File: src/rtl/ahb_reg_slave_if.sv
// AHB-Lite slave bus bundle for ahb_reg_slave: address/control, write data,
// bus-wide HREADY and the slave response signals.
interface ahb_reg_slave_if #(
    parameter int unsigned DATA_WIDTH = 32,
    parameter int unsigned ADDR_WIDTH = 32
);
    logic                  HSEL;
    logic [ADDR_WIDTH-1:0] HADDR;
    logic [1:0]            HTRANS;
    logic                  HWRITE;
    logic [2:0]            HSIZE;
    logic [DATA_WIDTH-1:0] HWDATA;
    logic                  HREADY;
    logic [DATA_WIDTH-1:0] HRDATA;
    logic                  HRESP;
    logic                  HREADYOUT;

    modport master (
        output HSEL, HADDR, HTRANS, HWRITE, HSIZE, HWDATA, HREADY,
        input  HRDATA, HRESP, HREADYOUT
    );

    modport slave (
        input  HSEL, HADDR, HTRANS, HWRITE, HSIZE, HWDATA, HREADY,
        output HRDATA, HRESP, HREADYOUT
    );
endinterface

File: src/rtl/ahb_reg_slave.sv
// AHB-Lite word register file with programmable wait states and two-cycle ERROR
// response. Define AHB_SLV_ERR_EN to flag addresses beyond the register window.
module ahb_reg_slave #(
    parameter int unsigned DATA_WIDTH  = 32,
    parameter int unsigned ADDR_WIDTH  = 32,
    parameter int unsigned NUM_REGS    = 16,
    parameter int unsigned WAIT_STATES = 1
) (
    input  logic           HCLK,
    input  logic           HRESET,
    ahb_reg_slave_if.slave ahb
);
    localparam int unsigned IDX_W = $clog2(NUM_REGS);

`ifdef AHB_SLV_ERR_EN
    localparam bit CHECK_HI = 1'b1;
`else
    localparam bit CHECK_HI = 1'b0;
`endif

    typedef enum logic [2:0] {
        ST_IDLE,
        ST_WAIT,
        ST_DATA,
        ST_ERR1,
        ST_ERR2
    } state_t;

    state_t                state;
    logic [3:0]            wait_cnt;
    logic [IDX_W-1:0]      idx_q;
    logic [1:0]            lo_q;
    logic [1:0]            size_q;
    logic                  write_q;
    logic [DATA_WIDTH-1:0] regs [NUM_REGS];
    logic [DATA_WIDTH-1:0] hrdata_q;
    logic                  hresp_q;
    logic                  hreadyout_q;

    logic                  req;
    logic                  addr_valid;
    logic [IDX_W-1:0]      idx_d;
    logic [3:0]            be_q;
    logic [DATA_WIDTH-1:0] wr_merged;
    logic [DATA_WIDTH-1:0] rd_fwd;

    assign ahb.HRDATA    = hrdata_q;
    assign ahb.HRESP     = hresp_q;
    assign ahb.HREADYOUT = hreadyout_q;

    always_comb begin
        req   = ahb.HSEL && ahb.HREADY && (ahb.HTRANS == 2'b10 || ahb.HTRANS == 2'b11);
        idx_d = ahb.HADDR[IDX_W+1:2];

        addr_valid = 1'b1;
        case (ahb.HSIZE)
            3'b000:  addr_valid = 1'b1;
            3'b001:  addr_valid = !ahb.HADDR[0];
            3'b010:  addr_valid = (ahb.HADDR[1:0] == 2'b00);
            default: addr_valid = 1'b0;
        endcase
        if (CHECK_HI && (ahb.HADDR[ADDR_WIDTH-1:IDX_W+2] != '0))
            addr_valid = 1'b0;

        case (size_q)
            2'b00:   be_q = 4'b0001 << lo_q;
            2'b01:   be_q = lo_q[1] ? 4'b1100 : 4'b0011;
            default: be_q = 4'b1111;
        endcase

        wr_merged = regs[idx_q];
        for (int unsigned b = 0; b < 4; b++)
            if (be_q[b])
                wr_merged[8*b +: 8] = ahb.HWDATA[8*b +: 8];

        // A read pipelined behind a write to the same register sees the new value
        if (state == ST_DATA && write_q && idx_q == idx_d)
            rd_fwd = wr_merged;
        else
            rd_fwd = regs[idx_d];
    end

    always_ff @(posedge HCLK) begin
        if (HRESET) begin
            state       <= ST_IDLE;
            wait_cnt    <= '0;
            idx_q       <= '0;
            lo_q        <= '0;
            size_q      <= '0;
            write_q     <= 1'b0;
            hrdata_q    <= '0;
            hresp_q     <= 1'b0;
            hreadyout_q <= 1'b1;
            for (int unsigned i = 0; i < NUM_REGS; i++)
                regs[i] <= '0;
        end else begin
            if (state == ST_DATA && write_q)
                regs[idx_q] <= wr_merged;

            hrdata_q    <= '0;
            hresp_q     <= 1'b0;
            hreadyout_q <= 1'b1;

            case (state)
                ST_IDLE, ST_DATA: begin
                    if (req) begin
                        idx_q   <= idx_d;
                        lo_q    <= ahb.HADDR[1:0];
                        size_q  <= ahb.HSIZE[1:0];
                        write_q <= ahb.HWRITE;
                        if (!addr_valid) begin
                            state       <= ST_ERR1;
                            hresp_q     <= 1'b1;
                            hreadyout_q <= 1'b0;
                        end else if (WAIT_STATES == 0) begin
                            state <= ST_DATA;
                            if (!ahb.HWRITE)
                                hrdata_q <= rd_fwd;
                        end else begin
                            state       <= ST_WAIT;
                            wait_cnt    <= 4'(WAIT_STATES - 1);
                            hreadyout_q <= 1'b0;
                        end
                    end else begin
                        state <= ST_IDLE;
                    end
                end
                ST_WAIT: begin
                    if (wait_cnt == '0) begin
                        state <= ST_DATA;
                        if (!write_q)
                            hrdata_q <= regs[idx_q];
                    end else begin
                        wait_cnt    <= wait_cnt - 4'd1;
                        hreadyout_q <= 1'b0;
                    end
                end
                ST_ERR1: begin
                    state   <= ST_ERR2;
                    hresp_q <= 1'b1;
                end
                // Any address phase shown during ERR2 is dropped; the master cancels it
                ST_ERR2: state <= ST_IDLE;
                default: state <= ST_IDLE;
            endcase
        end
    end
endmodule

File: src/flat_wrapper.sv
// flat-port wrapper written by rule: the top's interface ports become plain ports
module ahb_reg_slave_flat 
#(
    parameter int unsigned DATA_WIDTH  = 32,
    parameter int unsigned ADDR_WIDTH  = 32,
    parameter int unsigned NUM_REGS    = 16,
    parameter int unsigned WAIT_STATES = 1
)
  (HCLK, HRESET, ahb_HSEL, ahb_HADDR, ahb_HTRANS, ahb_HWRITE, ahb_HSIZE, ahb_HWDATA, ahb_HREADY, ahb_HRDATA, ahb_HRESP, ahb_HREADYOUT);
  ahb_reg_slave_if #(.DATA_WIDTH(DATA_WIDTH), .ADDR_WIDTH(ADDR_WIDTH)) ahb_i ();
  input  logic HCLK;
  input  logic HRESET;
  input wire logic [$bits(ahb_i.HSEL)-1:0] ahb_HSEL;
  input wire logic [$bits(ahb_i.HADDR)-1:0] ahb_HADDR;
  input wire logic [$bits(ahb_i.HTRANS)-1:0] ahb_HTRANS;
  input wire logic [$bits(ahb_i.HWRITE)-1:0] ahb_HWRITE;
  input wire logic [$bits(ahb_i.HSIZE)-1:0] ahb_HSIZE;
  input wire logic [$bits(ahb_i.HWDATA)-1:0] ahb_HWDATA;
  input wire logic [$bits(ahb_i.HREADY)-1:0] ahb_HREADY;
  output wire logic [$bits(ahb_i.HRDATA)-1:0] ahb_HRDATA;
  output wire logic [$bits(ahb_i.HRESP)-1:0] ahb_HRESP;
  output wire logic [$bits(ahb_i.HREADYOUT)-1:0] ahb_HREADYOUT;
  assign ahb_i.HSEL = ahb_HSEL;
  assign ahb_i.HADDR = ahb_HADDR;
  assign ahb_i.HTRANS = ahb_HTRANS;
  assign ahb_i.HWRITE = ahb_HWRITE;
  assign ahb_i.HSIZE = ahb_HSIZE;
  assign ahb_i.HWDATA = ahb_HWDATA;
  assign ahb_i.HREADY = ahb_HREADY;
  assign ahb_HRDATA = ahb_i.HRDATA;
  assign ahb_HRESP = ahb_i.HRESP;
  assign ahb_HREADYOUT = ahb_i.HREADYOUT;
  ahb_reg_slave #(.DATA_WIDTH(DATA_WIDTH), .ADDR_WIDTH(ADDR_WIDTH), .NUM_REGS(NUM_REGS), .WAIT_STATES(WAIT_STATES)) u_core (.HCLK(HCLK), .HRESET(HRESET), .ahb(ahb_i));
endmodule
File: config.mk
export PLATFORM = sky130hd
export DESIGN_NAME = ahb_reg_slave_flat
export DESIGN_NICKNAME = d
export VERILOG_FILES = /design/src/rtl/ahb_reg_slave_if.sv /design/src/rtl/ahb_reg_slave.sv /design/src/flat_wrapper.sv
export SDC_FILE = /design/constraint.sdc
export NUM_CORES = 1
export LEC_CHECK = 0
export BUFFER_PORTS_ARGS = -buffer_cell sky130_fd_sc_hd__buf_2
export CAP_MARGIN = 20
export CORE_MARGIN = 2
export CORE_UTILIZATION = 45
export DETAILED_ROUTE_END_ITERATION = 12
export GPL_TIMING_DRIVEN = 1
export HOLD_SLACK_MARGIN = 0.15
export SYNTH_ARGS = -nofsm -noshare
export SYNTH_HDL_FRONTEND = slang
export SYNTH_SLANG_ARGS = --single-unit
File: constraint.sdc
create_clock -name HCLK -period 3.7 [get_ports HCLK]
set_input_delay 0.37 -clock HCLK [delete_from_list [all_inputs] [get_ports HCLK]]
set_output_delay 0.37 -clock HCLK [all_outputs]
set_load 0.005 [all_outputs]
# [Word-level counts from Yosys, hierarchy flattened]
# Memory sizes are Yosys's and may differ from the RTL's. A register that Yosys moved wholly into a read port is not among the register bits.
# Cells that the tools add are included.
# Widths: inputs -> output; s select.
[op_classes] n_addsub=1 div=0 n_reduce_logical=16 n_eq_ne=12 n_mux=31 shift=1 n_bitwise=2 multipliers=0 n_lt_le_gt_ge=0
[ops] op="$mux 32" count=1
[ops] op="$mux 8" count=4
[ops] op="$reduce_or 32->1" count=1
[ops] op="$mux 4" count=7
[ops] op="$pmux 4 s2" count=2
[ops] op="$mux 1" count=10
[ops] op="$eq 3x2->1 const B" count=3
[ops] op="$pmux 3 s3" count=1
[ops] op="$eq 3x1->1 const B" count=2
[ops] op="$logic_not 3->1" count=2
[ops] op="$ne 2x1->1 const B" count=3
[ops] op="$eq 2x2->1 const B" count=2
[ops] op="$logic_not 2->1" count=2
[ops] op="$logic_not 4->1" count=1
[ops] op="$mux 2" count=2
[ops] op="$pmux 1 s2" count=2
[ops] op="$reduce_and 4->1" count=1
[ops] op="$reduce_or 4->1" count=1
[ops] op="$shl 1x2->4 const A" count=1
[ops] op="$sub 4x1->4 const B" count=1
[ops] op="$logic_and 1x1->1" count=3
[ops] op="$mux 3" count=1
[ops] op="$pmux 1 s3" count=1
[ops] op="$eq 2x1->1 const B" count=1
[ops] op="7 further kinds" count=8
[totals] mem_bits_rw=512 wordCells=73 in_bits=74 output_inout_bits=34 latch_bits=0 regBits=50 romBits=0 n_memories=1
[memory_table] memory="u_core.regs" words=16 width=32 read_ports=1 rd_ports_with_merged_regs=1 wr=16 line="ahb_reg_slave.sv:35" source="logic [DATA_WIDTH-1:0] regs [NUM_REGS];"

# [Longest topological paths before layout]
# Gate-level depths: netlist of run 1.
[depth] ltp_word=7 mapped_depth=9 ltp_nobuf=6

# [Least setup slack after synthesis of run 1]
# OpenSTA, ideal clock, no wires.
[synth_timing] path_kind="input -> register" from="input port HRESET" to="memory u_core.regs[9][0] (enable)" setup_slack_ps=723 t_arrival_ps=2583 required_time_ps=3306 path_buffers=2 setup_ps=394 stages=6 path_cell_list="clkbuf_1 or3b_1 clkbuf_1 nor4b_2 nand4b_1 nand2b_1"
[synth_lines] item="start: declaration" line="flat_wrapper.sv:12" source="input logic HRESET;"
[synth_lines] item="end: declaration" line="ahb_reg_slave.sv:35"

# [Worst setup path after layout of run 1]
[layout_timing] from="register u_core.state[2]" to="register u_core.hrdata_q[24], in the netlist u_core.ahb.HRDATA[24]"
[layout_between] elab_chain_len=3
[layout_rtl] item="start: declaration" line="ahb_reg_slave.sv:29" source="state_t state;"
[layout_rtl] item="start signal: assignment" line="ahb_reg_slave.sv:85" source="state <= ST_IDLE;"
[layout_rtl] item="start signal: assignment" line="ahb_reg_slave.sv:112" source="state <= ST_ERR1;"
[layout_rtl] item="start signal: assignment" line="ahb_reg_slave.sv:116" source="state <= ST_DATA;"
[layout_rtl] item="$eq 3x1->1" line="ahb_reg_slave.sv:104" source="case (state)"
[layout_rtl] item="$not 1->1 (no line)"
[layout_rtl] item="$reduce_or 4->1 (no line)"
[layout_rtl] item="end signal: assignment" line="ahb_reg_slave.sv:118" source="hrdata_q <= rd_fwd;"
[layout_rtl] item="end signal: assignment" line="ahb_reg_slave.sv:132" source="hrdata_q <= regs[idx_q];"
[layout_rtl] item="end: declaration" line="ahb_reg_slave.sv:36" source="logic [DATA_WIDTH-1:0] hrdata_q;"
# Every way passes these cells.
# A chain may end at the register's enable or synchronous reset.

==> run summary, run 1 <==
The number of setup buffers added after CTS is 0, and the power density normalized to cell area is 480 mW/mm^2. When the netlist entered floorplanning its net count stood at 1930. Pin placement for this block handled 108 I/O pins.

The tools report the count of clock tree sinks as 566. In the finished design, the share of the clock period the worst path needs comes to 83.0%. Internal power comes to 0.0106 W. The first global-routing pass estimated 111 mm of wire. The arrival time at the worst endpoint is 3.60 ns, and the number of inserted filler cells in the final layout is 4724.

The clock network is responsible for 40.5% of the overall power. CTS placed an instance of clkbuf_16 at the clock tree root. The half-perimeter wire length after placement was 42.5 mm; the register area share after synthesis was 65.4%.

The first detailed-routing pass ran for 5 iterations. In this run the horizontal extent of the chip is 240 um. Counting every instance in the synthesized netlist gives 1855. The maximum fanout count along the critical path is 17.

After floorplanning, the core was sized to cover 0.0552 mm^2. The synthesized design devotes to its leading area cell type 61.1% of total area. The level count of the clock H-tree came out at 2. For the routed via count, the log shows 16800. Counting instances, the worst hold path has a depth of 4.

The summed negative setup slack over all endpoints is 0 ns, and the number of diodes is 0. The synthesized design spends more area on one cell type than any other, namely edfxtp_1. The relative contribution of combinational cells to total power was 7.0%. Setup repair after global routing left no endpoint under its margin. Based on the critical path, the design can be clocked at up to 326 MHz. Once the floorplan was initialized, standard cells occupied 45.6% of the core. For the data required time of the critical path, the log shows 4.23 ns.

The last weighted congestion value of the routability-driven placer was 0.793; the quantity of I/O buffers inserted on ports was 80. Relative to the synthesized area, the layout overhead comes to 14.1%. The analysis attributes to cell leakage a power of 9.61 nW. The path with the worst hold slack has its endpoint at u_core.state[1]$_SDFFE_PP0P_. TritonCTS created 60 clock buffers. The tools report the beginning of the worst register-to-register path as u_core.state[2]$_SDFFE_PP0P_.

Of the cells placed in the final design, the portion with a size suffix greater than 1 is 21.1%. The final net count came out at 2003. The startpoint identified for the worst hold timing path is ahb_HSIZE[2]. The pin count of the biggest net entering global routing was 51. By area the synthesized netlist is led by edfxtp_1 (61%), a21oi_1 (10%), mux2i_1 (5.4%). The floorplan step defined a die boundary enclosing 0.0578 mm^2. Setup violations remaining at the end of the flow were counted as 0. The synthesized netlist occupies a cell area of 0.0252 mm^2. In this run the tightest slew margin relative to its limit is 29.8%. Once layout is done, the placed cells without fillers occupy 0.0287 mm^2. The mean routed wirelength per cell was 27.4 um; the max capacitance violation total was 0. Wires add up to 74.6 mm. Global routing finished with a remaining overflow of 0. The run gives 0.381 mV as the peak ir drop on the vdd network. The initial DRC count was 1550. Post-CTS repair changed the size of 0 cells.

The run finished with clean final reports. The average via count per standard cell works out to 6.18. The tools report the initial antenna violation count as 2. Across all hold checks on the routed design, the worst slack comes to 0.192 ns. TritonCTS built the clock tree. The die extent in y was 240 um.

For the overall fraction of global-route tracks in use, the log shows 26.2%. The terminus of the critical flop-to-flop path was u_core.ahb.HRDATA[24]$_SDFF_PP0_. In the layout the commonest cells are a21oi_1 (525), edfxtp_1 (512), mux2i_1 (136).

The floorplan has 86 rows. Measured in cells, the most critical reg-to-reg path has a length of 5. Type of element capturing the critical path: a flop. In this run the register-to-register setup slack is 0.63 ns. The Yosys warning count is 0.

At the pin with the least slew margin, the transition time is 1.05 ns. Registers are responsible for 52.5% of the overall power. The multi-input combinational cell area was 0.00804 mm^2. The proportion of total power due to net switching was 23.2%; the count of distinct cell types in the synthesized netlist was 44. For this run, design rule violations remaining after detail routing come to 0.

Counting tap cells, the placed design contains a total of 2603 instances. STA classifies the critical path startpoint as a flop. The routed design could run at a clock period as short as 3.07 ns. The flip-flop cell with the highest count after synthesis is edfxtp_1. The library cell used most frequently in the layout, excluding fill and tap cells, is a21oi_1.

The worst hold path belongs to the class input port to flop. The number of register bits inferred by synthesis was 566; the async set-or-reset flop fraction in the synthesized netlist was 0%. The clock latency on the worst-skew pair was 0.62 ns. For the number of hold violations in the final report, the log shows 0.

The logs give 0.0165 mm^2 for the combined flip-flop and latch cell area and 0 for the count of antenna-violating nets left after detailed routing. The tools report the final instance count without filler cells as 2725. The run gives 0.00320 W as the net switching power of the design. Clock-pin slew on the worst setup and hold paths: 0.06 ns.

The logs give 0.0190 ns for the worst clock skew and 3 for the clock tree buffer depth. The run gives 0.0268 mm^2 as the area of placed instances. Category of the most critical setup path: flop to flop. The average cell area after synthesis works out to 13.6 um^2. The run gives 0 as the number of max-slew violations in the final report. In this run, synthesis inferred 512 flip-flops with an integrated enable. The tools report the number of global-route vias before repair as 17200.

For this run, the share of the core covered by cells in the final layout is 52.0%.
==> flip-flops by register name, indices dropped and copies added, names as in the netlist, named ones only <==
register              flops
u_core.regs             512
u_core.ahb.HRDATA        32
u_core.idx_q              4
u_core.wait_cnt           4
u_core.state              3
u_core.lo_q               2
u_core.size_q             2
u_core.ahb.HREADYOUT      1
u_core.ahb.HRESP          1
u_core.write_q            1
==> area by class of cell <==
cell class,instances,share of cell area [%]
flip-flops and latches,566,57.4
multi-input cells,1097,28.0
clock buffers,81,5.68
repair buffers,199,5.12
well taps,748,3.26
clock inverters,30,0.527
inverters,4,0.0523
==> synthesized netlist by cell type, types with 2 or more instances <==
cell        n
a21oi_1   525
a21o_1      4
xnor2_1     2
or2_2       2
nor2_1     41
edfxtp_1  512
or3b_1      2
mux2i_1   136
inv_1       4
a211oi_1    5
clkbuf_1  148
o21a_1      9
nor3_1      5
nand3b_1    4
buf_2      19
a211oi_2   30
buf_6       3
buf_1      17
a22oi_1    68
and2_1      2
nand4b_1    3
nor3b_1     3
nand2_1    75
mux2_2     30
or3_1       3
nor2b_1     8
a31oi_1     8
dfxtp_1    54
nand3_1     8
o21ai_0    10
a32oi_1    24
nand2b_1   19
mux4_2     60
nand4_1     2
==> cell families (layout without fill, tap and decap cells) <==
group | after synthesis | after routing | synth area share, %
AOI/OAI and AO/OA | 688 | 688 | 15.9
DFF | 566 | 566 | 65.4
muxes | 226 | 226 | 12.1
buffers and inverters | 192 | 314 | 3.05
and+or+nand+nor | 180 | 180 | 3.41
xor gates and xnor gates | 2 | 2 | 0.0696
adders and majority gates | 1 | 1 | 0.0497
==> layer usage <==
layer  vias to the layer above  routed length [um]  global-route usage (%)  share of wire (%)
met3                       181                5440                    4.81                7.3
met5                         -                   0                       0                  0
li1                       7401                   -                       -                  -
met1                      8564               30000                    34.6                 40
met2                       692               36100                    43.0                 48
met4                         0                3020                    10.4                4.0
==> worst max-delay path: stages (launching register included) <==
cell and delay [ns]:
dfxtp_1 0.42, or3b_1 0.51, or4b_1 0.58, or3_2 0.77, buf_4 0.40, a211oi_2 0.28
==> stage by stage <==
step	setup slack, ns	power (W)
floorplan	0.723	0.00793
global placement	0.682	0.00828
detailed placement	0.618	0.00831
CTS	0.596	0.0138
global route	0.506	0.0142
finish	0.630	0.0138
==> repair_timing <==
action | CTS | global route
endpoints found under the setup margin | 0 | 0
hold endpoints to repair | 14 | 0
hold buffers | 10 | 0
==> worst max-delay path by stage <==
stage	startpoint	end	slack, ns	cells past startpoint
2_1_floorplan	HRESET	u_core.regs[9][0]$_SDFFCE_PN0P_	0.72	6
3_3_place_gp	u_core.state[2]$_SDFFE_PP0P_	u_core.ahb.HRDATA[25]$_SDFF_PP0_	0.68	5
3_5_place_dp	u_core.state[2]$_SDFFE_PP0P_	u_core.ahb.HRDATA[24]$_SDFF_PP0_	0.62	5
4_1_cts	u_core.state[2]$_SDFFE_PP0P_	u_core.ahb.HRDATA[24]$_SDFF_PP0_	0.60	5
5_1_grt	flop	u_core.regs[4][26]$_SDFFCE_PN0P_	0.51	5
6_report	u_core.state[2]$_SDFFE_PP0P_	u_core.ahb.HRDATA[24]$_SDFF_PP0_	0.63	5
==> power by group through the flow <==
stage / logic, W / registers [W] / clock network (W)
4_1_cts: 0.000967 / 0.00722 / 0.00564
6_report: 0.000971 / 0.00722 / 0.00558
3_5_place_dp: 0.000956 / 0.00736 / 0
3_3_place_gp: 0.000940 / 0.00734 / 0
2_1_floorplan: 0.000607 / 0.00732 / 0
5_1_grt: 0.00104 / 0.00724 / 0.00589
(Power assumes the default switching activity.)
==> run 2, diff against run 1 <==
- clock period: 3.7 -> 2.5 ns (I/O delays scaled with it)
==> run 2 against run 1 <==
Non-clock buffer count rose by 81. Register-to-register slack got worse by 0.59 ns. Critical path depth did not move. Utilization rose by 2.1 points. Clock power rose by 55%. Cell count rose by 3.0%. Global-route usage rose by 0.52 points. Highest routed layer unchanged. Total power rose by 52%. Sequential power rose by 48%. Sequential cell count did not move. Clock skew rose by 0.0060 ns. Sequential share of layout area fell by 2.2 points.
==> run summary, run 2 (synthesis results as in run 1) <==
The flow ran to the end, and the final reports show no timing, DRC or antenna violations. Detailed placement finished with a half-perimeter wire length of 45.3 mm. The count of antenna-violating nets left after detailed routing is 0, and the aggregate global routing overflow is 0. The worst hold path begins at ahb_HWDATA[0].

Clock tree synthesis inserted a total of 59 buffers. For this run, the total global-route usage over all layers was measured as 26.8%. Entering global routing, the biggest net connects 51 pins.

The critical path starts at u_core.lo_q[0]$_SDFFE_PP0P_. The average via count per standard cell is 6.18, and the final critical path time including I/O delays and setup is 2.46 ns. Traced cell by cell, the critical path runs through o21a_1 -> nor2_1 -> a31oi_1 -> buf_4 -> a21oi_1. In this run, post-CTS repair resized a total of 0 instances. Of the cells placed in the final design, the portion with a size suffix greater than 1 is 24.6%. The run gives 3 as the clock tree buffer depth. The detailed router finished its first iteration with 1909 violations. For this run, the detailed router's first-pass iteration total came to 5. The number of antenna diodes in the final layout is 0. Relative to the synthesized area, the layout overhead comes to 18.7%. The initial utilization of the core area, before any placement, comes to 45.6%.

In this run the standard cell core region covers 0.0552 mm^2. Setup violations remaining at the end of the flow were counted as 0. The die extent in y came out at 240 um.

In this run the critical register-to-register path is launched from u_core.lo_q[0]$_SDFFE_PP0P_. For the initial antenna violation count, the log shows 1. The critical path is of the flop to flop type. The first-pass GRT wire length is 112 mm, and the summed negative setup slack over all endpoints is 0 ns.

The tools report the worst clock skew as 0.0250 ns. On the worst path, the slowest cell contributes a delay of 0.86 ns. Number of hold violations in the final report: 0. At the end of the flow the core is filled with cells to 54.1%. In this run the post-CTS setup repair buffer count came out at 0. Buffers placed on the I/O ports in this run total 80. Leaving out fill and tap cells, the most frequent cell in the layout is a21oi_1.

STA classifies the critical path startpoint as a flop. The design draws 0.0210 W. The register with the most flip-flops in the layout has 512 of them. The clock net in this run drives a total of 566 sinks. The maximum fanout count along the critical path was 10; the level count of the clock H-tree was 2. The clock latency on the worst-skew pair is 0.65 ns, and the mean routed wirelength per cell is 27.4 um. Critical-path cell with the highest stage delay: nor2_1. The type of element capturing the critical path was a flop.

The logs give 0.0578 mm^2 for the floorplan die area and 0 for the number of max-slew violations in the final report. The root buffer cell is clkbuf_16. After layout, the worst path uses 98.4% of the clock period. TritonCTS built the clock tree. The library cells used most frequently in the layout, excluding fill and tap cells, are a21oi_1 (525), edfxtp_1 (512), buf_4 (139). For the number of hold buffers added after cts, the log shows 17. The slew at the pin closest to its max-slew limit is 1.03 ns, and the routed via count is 17400. The floorplan has 86 rows. Routability-driven placement finished with a final weighted congestion of 0.803. Pin placement for this block handled 108 I/O pins. After clock tree synthesis, the clock-pin slew on the worst setup and hold paths is 0.06 ns. In the final design database the tool counted 2083 nets. For the final routed DRC violation total, the log shows 0.

For the sum of routed wire length over all layers, the log shows 76.9 mm. The run gives 10.2 nW as the static leakage power. The class of the tightest hold or removal check is input port to flop.

The logs give 406 MHz for the highest attainable clock frequency and 2.98 ns for the data required time of the critical path. In this run the tightest slew margin relative to its limit is 31.0%. The worst-case IR drop observed on VDD is 0.568 mV. Setup repair after global routing left no endpoint under its margin.

At the worst endpoint, the arrival time is 2.94 ns. The die span in x works out to 240 um. The register with the highest flop count is u_core.regs. The number of global-route vias before repair is 17200, and the power density normalized to cell area is 702 mW/mm^2. The max capacitance violation total was 0.
## run 2: cell types whose count changed in the layout (fill, tap and decap cells not counted), sizes merged, moves of 2 or more
cell / previous run / this run
clkinvlp: 0 / 2
clkinv: 29 / 18
dlygate4sd3: 10 / 17
buf: 188 / 263
clkbuf: 81 / 88
bufinv: 1 / 3
## run 2: worst max-delay path: cells and delay by family, from the launching register on
| kind | cells | cell delay, ns |
|---|---|---|
| AOI/OAI and AO/OA | 3 | 0.82 |
| and+or+nand+nor | 1 | 0.86 |
| buffers and inverters | 1 | 0.25 |
| DFF | 1 | 0.37 |
## run 2: final timing paths
| check | end | slack [ns] | depth (start not counted) |
|---|---|---|---|
| min reg2reg | u_core.wait_cnt[1]$_SDFFE_PP0P_ | 0.50 | 2 |
| max | u_core.regs[6][26]$_SDFFCE_PN0P_ | 0.04 | 5 |
| min | u_core.regs[1][0]$_SDFFCE_PN0P_ | 0.18 | 4 |
| max reg2reg | u_core.regs[6][26]$_SDFFCE_PN0P_ | 0.04 | 5 |
## run 2: final cells by class
class / count / area (um^2)
inverter: 4 / 15.0
multi-input combinational: 1097 / 8040
sequential: 566 / 16500
clock buffer: 88 / 1670
tap: 748 / 936
clock inverter: 24 / 230
timing repair buffer: 280 / 2490
fill: 4597 / 25300
## run 2: stage by stage
step	worst slack (ns)	cells	hold slack, ns	cell area, um^2
global route	0.0194	2807	0.178	29900
detailed placement	0.165	2678	0.490	27800
global placement	0.189	2678	0.472	27800
CTS	0.136	2807	0.150	29900
floorplan	0.00117	1855	0.386	25200
finish	0.0394	2807	0.185	29900
## run 2: power breakdown
part | switching, W | internal (W) | total, W
Combinational | 0.00106 | 0.000586 | 0.00165
Clock | 0.00374 | 0.00492 | 0.00866
Sequential | 0.0000952 | 0.0106 | 0.0107
Total | 0.00489 | 0.0161 | 0.0210
## run 2: layer usage
metal  vias to the layer above  track usage (%)  routed length (um)
met2                       771             43.6               36600
met3                       140             3.32                5610
li1                       7566                -                   -
met5                         -                0                   0
met1                      8874             36.6               31800
met4                         0             10.8                2850
==> run 3, diff against run 2 <==
- CTS_BUF_LIST: unset -> sky130_fd_sc_hd__clkbuf_8 sky130_fd_sc_hd__clkbuf_16
==> run 3 against run 2 <==
Die area unchanged. Global-route usage hardly changed. Via count down 0.26%. Critical path depth stayed put. Fmax decreased by 0.61%. Clock power decreased by 0.8%. Non-clock buffer count unchanged. Sequential cell count is the same. Worst setup slack worse by 0.015 ns. Sequential power barely moved. Combinational power is essentially flat. Largest cell class unchanged.
==> run summary, run 3 (synthesis results as in run 1) <==
The flow ran to the end, and the final reports show no timing, DRC or antenna violations. After clock tree synthesis, the clock-pin slew on the worst setup and hold paths is 0.06 ns. Root buffer cell: clkbuf_16.

TritonCTS built the clock tree. The largest individual stage delay along the critical path comes from the cell nor2_1. The register with the most flip-flops in the layout has 512 of them.

The last weighted congestion value of the routability-driven placer is 0.803. The summed negative setup slack over all endpoints was 0 ns. For the count of antenna-violating nets left after detailed routing, the log shows 0. Setup repair after global routing left no endpoint under its margin.

The core occupancy in the finished layout came out at 54.1%. The average via count per standard cell works out to 6.17. In the layout the commonest cells are a21oi_1 (525), edfxtp_1 (512), buf_4 (139). The cell depth of the worst min-delay path was 4; the number of search-and-repair iterations in the first detailed-routing pass was 5. The register with the highest flop count was u_core.regs. The library cell used most frequently in the layout, excluding fill and tap cells, is a21oi_1. For this configuration, the core starts out at a cell density of 45.6%. By startpoint and endpoint, the worst setup path is classified as flop to flop.

At the pin with the least slew margin, the transition time is 1.04 ns. For the number of max-slew violations in the final report, the log shows 0. In the post-route analysis, the smallest setup slack over all paths is 0.0244 ns. Global routing finished with a remaining overflow of 0. The region available for standard cell placement spans 0.0552 mm^2. The run gives 404 MHz as the highest attainable clock frequency. Detailed placement finished with a half-perimeter wire length of 45.3 mm. The area growth from synthesis to layout is 18.7%. The power density normalized to cell area was 700 mW/mm^2. The tools report the type of element capturing the critical path as a flop.

Cells with a size suffix above 1 make up 24.6% of the layout. The worst register-to-register path has a setup slack of 0.02 ns. Counting I/O delays and the setup requirement, the final critical path takes 2.48 ns. The clock latency on the worst-skew pair is 0.65 ns. The initial antenna violation count was 1. CTS saw 566 sinks. Timing analysis after detailed placement gives a worst setup slack of 0.165 ns. The run gives 86 as the number of core rows. The worst hold path terminates at u_core.regs[12][1]$_SDFFCE_PN0P_.

At the end of the flow, the number of nets in the layout was 2083. The sum of routed wire length over all layers was 76.8 mm; the quantity of I/O buffers inserted on ports was 80. Traced cell by cell, the critical path runs through o21a_1 -> nor2_1 -> a31oi_1 -> buf_4 -> a21oi_1. The tools report the level count of the clock H-tree as 2. The run gives 0 as the number of hold violations in the final report. Across the VDD grid, the largest voltage drop is 0.566 mV. The number of global-route vias before repair was 17200; the static leakage power was 10.3 nW. Die span in x: 240 um. The worst-case reg-to-reg path depth is 5. In this run the critical register-to-register path is launched from u_core.lo_q[0]$_SDFFE_PP0P_. The number of antenna diodes in the final layout is 0. Global routing used 26.8% of the available tracks across all layers. Post-CTS timing repair inserted 0 buffers for setup. The number of gates resized after CTS was 0. The tools report the final routed DRC violation total as 0. On the worst path, the slowest cell contributes a delay of 0.87 ns.

The tool flagged a number of max-cap violations equal to 0. The worst clock skew was 0.0266 ns. Hold is met by 0.183 ns.

The tools report the startpoint of the most critical hold path as ahb_HWDATA[1]. 108 I/O pins were placed. The worst setup path is launched from a flop. The first-pass GRT wire length was 112 mm. The arrival time at the worst endpoint is 2.95 ns, and the maximum fanout count along the critical path is 10. For the number of clock buffers inserted by TritonCTS, the log shows 59.

Dividing the detail-routed wire length by the instance count gives 27.4 um. The data required time of the critical path is 2.98 ns, and the initial DRC count is 2054. Terminus of the critical flop-to-flop path: u_core.regs[6][26]$_SDFFCE_PN0P_. The die is 240 um tall. In the finished design, the share of the clock period the worst path needs comes to 99.0%. Setup violations remaining at the end of the flow were counted as 0.

The max-slew headroom at the worst pin was 30.4%. The tightest min-delay check is of the input port to flop type. The floorplan step defined a die boundary enclosing 0.0578 mm^2. For the pin count of the biggest net entering global routing, the log shows 51. The clock passes through at most 3 buffers. The routed layout has 17300 vias.
-- run 3: worst max-delay path by stage --
stage                                 from                           endpoint  cells past startpoint
6_report       u_core.lo_q[0]$_SDFFE_PP0P_   u_core.regs[6][26]$_SDFFCE_PN0P_                      5
5_1_grt        u_core.lo_q[0]$_SDFFE_PP0P_   u_core.regs[3][26]$_SDFFCE_PN0P_                      5
4_1_cts        u_core.lo_q[0]$_SDFFE_PP0P_  u_core.regs[13][26]$_SDFFCE_PN0P_                      5
3_5_place_dp                          flop  u_core.regs[14][21]$_SDFFCE_PN0P_                      5
3_3_place_gp                          flop  u_core.regs[12][21]$_SDFFCE_PN0P_                      5
2_1_floorplan                       HRESET   u_core.regs[11][0]$_SDFFCE_PN0P_                      6
-- run 3: layer usage --
layer | part of all wire (%) | vias up | track usage (%)
met5 | 0 | - | 0
met3 | 7.0 | 146 | 3.32
met1 | 42 | 8866 | 36.6
met4 | 3.8 | 0 | 10.8
met2 | 47 | 739 | 43.6
li1 | - | 7555 | -
-- run 3: repair_timing --
item / CTS / global route
endpoints found under the hold margin: 24 / 0
hold buffers: 17 / 0
setup endpoints to repair: 0 / 0
-- run 3: where the power goes --
part           total, W  internal (W)  switching [W]
Sequential       0.0107        0.0106      0.0000949
Combinational   0.00165      0.000586        0.00106
Clock           0.00859       0.00484        0.00376
-- run 3: layout make-up --
class                      count  area (um^2)
clock buffer                  67         1590
clock inverter                45          309
fill                        4597        25300
inverter                       4         15.0
multi-input combinational   1097         8040
sequential                   566        16500
tap                          748          936
timing repair buffer         280         2490
-- run 3: worst max-delay path: cells and delay by family, from the launching register on --
kind                   cells  cell delay [ns]
AO/OA/AOI/OAI              3             0.82
buffers and inverters      1             0.25
flip-flops                 1             0.37
AND/OR/NAND/NOR            1             0.87
-- run 3: through the flow --
step                instance area [um^2]  power, W  cells
floorplan                          25200    0.0117   1855
global placement                   27800    0.0124   2678
detailed placement                 27800    0.0125   2678
CTS                                29900    0.0210   2807
global route                       29900    0.0214   2807
finish                             29900    0.0209   2807
